### config.mk
export PLATFORM = sky130hd
export DESIGN_NAME = up_down_counter
export DESIGN_NICKNAME = d
export VERILOG_FILES = /design/src/rtl/up_down_counter_pkg.sv /design/src/rtl/up_down_counter.sv
export SDC_FILE = /design/constraint.sdc
export NUM_CORES = 1
export LEC_CHECK = 0
export ABC_CLOCK_PERIOD_IN_PS = 1500
export CORE_AREA = 2 2 39 41
export CTS_BUF_LIST = sky130_fd_sc_hd__clkbuf_8
export DETAILED_ROUTE_END_ITERATION = 8
export DIE_AREA = 0 0 41 43
export PLACE_DENSITY = 0.59
export SLEW_MARGIN = 20
export SYNTH_ARGS = -nofsm -noshare
export SYNTH_HDL_FRONTEND = slang
export SYNTH_SLANG_ARGS = --single-unit
### constraint.sdc
create_clock -name clk -period 1.5 [get_ports clk]
set_input_delay 0.15 -clock clk [delete_from_list [all_inputs] [get_ports clk]]
set_output_delay 0.15 -clock clk [all_outputs]
set_load 0.1 [all_outputs]
### src/rtl/up_down_counter_pkg.sv
// Shared definitions for the up/down counter.
// Contents:
//   DIR_UP / DIR_DOWN  - encodings of the up_down direction input
//   ctrl_t             - per-cycle control bundle (en, up_down, load)
package up_down_counter_pkg;

  localparam logic DIR_UP   = 1'b1;
  localparam logic DIR_DOWN = 1'b0;

  typedef struct packed {
    logic en;
    logic up_down;
    logic load;
  } ctrl_t;

endpackage : up_down_counter_pkg

### src/rtl/up_down_counter.sv
// Parameterised synchronous up/down counter with enable, parallel load and
// terminal-count / wrap flags.
// Ports:
//   clk       in   rising-edge clock
//   rst       in   asynchronous active-low reset (count <= RST_VAL, wrap <= 0)
//   en        in   count enable, count holds when low
//   up_down   in   direction, 1 = up, 0 = down
//   load      in   synchronous parallel load strobe (beats en)
//   load_val  in   value taken when load is high
//   count     out  current count (registered)
//   tc        out  terminal count, combinational from count and up_down
//   wrap      out  one-cycle registered pulse after a wrap-around step
module up_down_counter
  import up_down_counter_pkg::*;
#(
  parameter int               WIDTH   = 4,
  parameter logic [WIDTH-1:0] RST_VAL = '0
) (
  input  logic             clk,
  input  logic             rst,
  input  logic             en,
  input  logic             up_down,
  input  logic             load,
  input  logic [WIDTH-1:0] load_val,
  output logic [WIDTH-1:0] count,
  output logic             tc,
  output logic             wrap
);

  localparam logic [WIDTH-1:0] CNT_MAX  = '1;
  localparam logic [WIDTH-1:0] CNT_ZERO = '0;
  localparam logic [WIDTH-1:0] CNT_ONE  = WIDTH'(1'b1);

  logic [WIDTH-1:0] count_r;
  logic             wrap_r;
  logic [WIDTH-1:0] count_nxt_s;
  logic             wrap_nxt_s;
  logic             tc_s;
  ctrl_t            ctrl_s;

  // Next-state selection (load > count step > hold) and terminal-count flag.
  always_comb begin
    ctrl_s      = '{en: en, up_down: up_down, load: load};
    count_nxt_s = count_r;
    wrap_nxt_s  = 1'b0;
    tc_s        = 1'b0;

    if (ctrl_s.load) begin
      count_nxt_s = load_val;
      wrap_nxt_s  = 1'b0;
    end else if (ctrl_s.en) begin
      // Carry/borrow out of the top bit is dropped; the wrap flag records it.
      case (ctrl_s.up_down)
        DIR_UP: begin
          count_nxt_s = count_r + CNT_ONE;
          wrap_nxt_s  = (count_r == CNT_MAX);
        end
        DIR_DOWN: begin
          count_nxt_s = count_r - CNT_ONE;
          wrap_nxt_s  = (count_r == CNT_ZERO);
        end
        default: begin
          count_nxt_s = count_r;
          wrap_nxt_s  = 1'b0;
        end
      endcase
    end else begin
      count_nxt_s = count_r;
      wrap_nxt_s  = 1'b0;
    end

    // tc looks at the direction currently applied, so it flips with up_down
    // even while the count is held.
    if (ctrl_s.up_down == DIR_UP) begin
      tc_s = (count_r == CNT_MAX);
    end else begin
      tc_s = (count_r == CNT_ZERO);
    end
  end

  // Count and wrap registers with asynchronous active-low reset.
  always_ff @(posedge clk or negedge rst) begin
    if (!rst) begin
      count_r <= RST_VAL;
      wrap_r  <= 1'b0;
    end else begin
      count_r <= count_nxt_s;
      wrap_r  <= wrap_nxt_s;
    end
  end

  assign count = count_r;
  assign wrap  = wrap_r;
  assign tc    = tc_s;

endmodule : up_down_counter

After elaboration in Yosys (flattened, before gate mapping)
Cells that the tools add are included.
{"block": "classes", "n_addsub": 2, "eq_ne": 1, "muxes": 7, "bitwise_logic": 1, "reduce_logical": 2}
{"operator": "$mux 4", "n": 2}
{"operator": "$pmux 4 s2", "n": 1}
{"operator": "$add 4x1->4 const B", "n": 1}
{"operator": "$eq 4x4->1 const B", "n": 1}
{"operator": "$logic_not 4->1", "n": 1}
{"operator": "$sub 4x1->4 const B", "n": 1}
{"operator": "$mux 1", "n": 3}
{"operator": "$pmux 1 s2", "n": 1}
{"operator": "$reduce_bool 2->1", "n": 1}
{"operator": "$not 1->1", "n": 1}
{"block": "word_totals", "reg_bits": 5, "inputBits": 9, "output_inout_bits": 6, "elab_cells": 15}

Longest topological paths before layout
{"block": "depth", "ltp_word": 4, "depth_mapped": 5}

Worst setup path before layout
Ideal clock, no wire load.
{"block": "synth_path", "path_kind": "register -> output", "from": "register count_r[0] (netlist: count[0])", "to": "output port tc", "arrival_ns": 2.084, "setup_slack_ns": -0.734, "stages_incl_launch_ff": 4, "path_buffers": 0, "path_cell_list": "dfrtp_1 -> and3_1 -> nand3_1 -> nand2_1"}
{"block": "synth_between", "elab_chain_len": 2, "elab_cells_between_ends": 3, "cone_classes": "eq/ne: 1; mux: 1; reduce/logical: 1"}
{"item": "from (decl)", "line": "up_down_counter.sv:34", "text": "logic [WIDTH-1:0] count_r;"}
{"item": "from (signal assigned)", "line": "up_down_counter.sv:87", "text": "count_r <= count_nxt_s;"}
{"item": "$eq 4x4->1 / $logic_not 4->1 (equally long branches)", "line": "up_down_counter.sv:75, up_down_counter.sv:77"}
{"item": "$mux 1 *", "line": "up_down_counter.sv:74", "text": "if (ctrl_s.up_down == DIR_UP) begin"}
{"item": "to (decl)", "line": "up_down_counter.sv:26", "text": "output logic tc,"}
Mark *: on every way between the ends. The rest lies on a longest branch, timed or not.

Worst setup path after layout
{"block": "layout_path", "from": "register count_r[2] (netlist: count[2])", "to": "output port tc"}
Same word-level chain as after synthesis.

==> impl_metrics.json <==
{
  "drive_gt1_share_pct": 44.6,
  "floorplan.initialDensity_pct": 27.0,
  "antenna_violations_before_repair": 0,
  "critPathLaunchType": "flip-flop",
  "synthDistinctLibCells": 25,
  "cp-startpoint": "count[2]",
  "totalWireLength_microns": 990,
  "hold-worst-slack_ns": 0.166,
  "postRouteAntennaNets": 0,
  "worstSkewPairLatency_ns": 0.21,
  "fill_cells": 114,
  "htree_levels": 1,
  "worst_margin_slew_ns": 0.257,
  "crit-reg2reg-capture": "count[2]",
  "slew_margin_rel_pct": 82.6,
  "placement_rows": 14,
  "path_delay_family": "flip-flops",
  "required_ns": 1.35,
  "fmax_mhz": 679,
  "mappedNetlistNets": 52,
  "routed_via_density": 4.89,
  "cts_hold_buffers": 0,
  "wire_length_of_the_first_global_routing_pass_mm": 1.80,
  "power.leakage_nw": 0.332,
  "antenna_cells": 0,
  "worst_r2r_path_depth": 5,
  "final_period_minus_worst_setup_slack_ns": 1.47,
  "wl_per_cell_microns": 12.2,
  "ios": 15,
  "final_area_sq_um": 773,
  "die-width_microns": 41,
  "finalHoldViolCount": 0,
  "cp_data_arrival_time_ns": 1.32,
  "syn_area_sq_um": 374,
  "synth_area_per_cell_sq_um": 9.35,
  "setup_viol": 0,
  "path_buf_inv": 1,
  "final_cells": 81,
  "die_area_sq_um": 1760,
  "detail_route.drc_violations": 0,
  "grt_setup_unrepaired": "true",
  "synth_edf_count": 0,
  "routabilityCongestion": 0.732,
  "hold_path.class": "in2async",
  "most_used_cells_in_the_layout_excluding_fill_and_tap_cells": "clkdlybuf4s50_1, buf_4, buf_12",
  "vias": 396,
  "power-per-cell-area_nw_per_um2": 1160,
  "worst_ir_drop_vdd_mv": 0.475,
  "worst-r2r-setup-slack_ns": 0.05,
  "number_of_global_route_vias_before_repair": 436,
  "critical_path_cell_count": 4,
  "total_of_buffers_placed_on_input_and_output_ports": 14,
  "gr-total-overflow": 0,
  "die-height_microns": 43,
  "synth_sequential_area_ratio_pct": 33.4,
  "groute.usage.overall_pct": 14.6,
  "critPathCaptureType": "primary output",
  "tritoncts": "built",
  "sequence_of_cells_on_the_critical_path": "nor4_4 > nand2_2 > nand2_4 > buf_12",
  "synth-main-ff-cell": "dfrtp_1",
  "r2r-start": "count[0]",
  "core_region_area_sq_um": 1380,
  "endpoint": "tc",
  "critPathMaxFanout": 2,
  "yosysWarningCount": 0,
  "worst_path_largest_cell_delay_ns": 0.48,
  "report.power.total_mw": 0.894,
  "flops_latches_synth": 5,
  "netlist_instances": 40,
  "drt_first_pass_iters": 2,
  "pins_over_slew_limit": 0,
  "path_class": "reg2out",
  "clk_path_buf_depth": 2,
  "numCtsBuffers": 3,
  "post-route-period-util_pct": 98.3,
  "postSynth.asyncResetShare_pct": 100,
  "drtIter0Drc": 5,
  "timing.max_cap.violations": 0,
  "run_status": "finished, final reports clean",
  "layout.core_utilization_pct": 55.9,
  "layout.nets": 78,
  "dpl.cell_count": 71,
  "largest_net_degree_at_the_start_of_global_routing": 13,
  "area_growth_syn_to_layout_pct": 107,
  "clock-sinks": 5,
  "cp_slowest_cell": "dfrtp_4",
  "detailed_place.area_sq_um": 643,
  "clock_skews_ns": 0.000590,
  "worst_setup_hold_path_clk_slew_ns": 0.03,
  "clock_tree.root_cell": "clkbuf_8"
}
## worst reg2reg max path, delay by kind of cell, from the launching register on
kind / cells / cell delay, ns
XOR/XNOR: 1 / 0.14
AO/OA/AOI/OAI: 1 / 0.07
buffers and inverters: 1 / 0.15
multiplexers: 1 / 0.13
adder cells (fa/ha/maj): 1 / 0.35
flip-flops: 1 / 0.49
## worst min path at each step
stage | startpoint | end | slack, ns | cells after the start
after floorplan | rst | wrap | -0.15 | 0
after global placement | rst | count[0] | 0.40 | 1
after detailed placement | rst | count[0] | 0.39 | 1
after CTS | rst | count[3] | 0.16 | 1
after global routing | rst | count[3] | 0.17 | 1
final | rst | count[3] | 0.17 | 1
## synthesized netlist by cell type (all sizes together) (2+ instances only)
master	count	share of area, %
nand2	5	5.0
mux2i	2	5.4
a21oi	2	2.7
o21ai	3	4.0
dfrtp	5	33
ha	2	6.7
nand3	3	4.0
## layout make-up
type	count	area, sq um	area share, %
clock inverter	1	3.75	0.485
inverter	1	3.75	0.485
sequential	5	140	18.1
multi-input combinational	32	287	37.1
timing repair buffer	23	278	35.9
tap	16	20.0	2.59
clock buffer	3	41.3	5.34
## report_power, final
part | total, mW | switching (mW) | internal [mW]
sequential | 0.194 | 0.0281 | 0.166
combinational | 0.467 | 0.262 | 0.204
clock | 0.233 | 0.0587 | 0.175
total | 0.894 | 0.349 | 0.545
## layer usage
metal	routed length [microns]	part of all wire [%]	vias up	GRT usage, %
met2	528	53	9	25.6
met1	411	42	189	16.6
met3	50	5.1	0	3.14
met4	0	0	0	4.00
li1	-	-	198	-
met5	0	0	-	0
## registers in the layout (all words and copies together) (netlist names)
signal / cells
wrap: 1
count: 4
## metrics by stage
step | setup TNS (ns) | setup WS (ns)
after CTS | 0 | 0.00195
final | 0 | 0.0262
after global routing | -0.0116 | -0.0116
after detailed placement | -0.463 | -0.182
after floorplan | -0.0424 | -0.0424
after global placement | -0.430 | -0.160
## cells by family (layout without fill, tap and decap cells)
logic type,Yosys count,after routing,share of synthesized area (%)
XOR/XNOR,2,2,4.68
AND/OR/NAND/NOR,16,16,24.8
buffers and inverters,3,28,4.01
AO/OA/AOI/OAI,9,9,15.7
multiplexers,2,2,5.35
flip-flops,5,5,33.4
adder cells (fa/ha/maj),3,3,12.0
## repair_timing
action	4_1_cts	5_1_grt
setup endpoints to repair	1	4
cloned	0	0
resized for setup	1	9
pin swaps	2	3
buffers inserted	5	1
(Power assumes the default switching activity.)
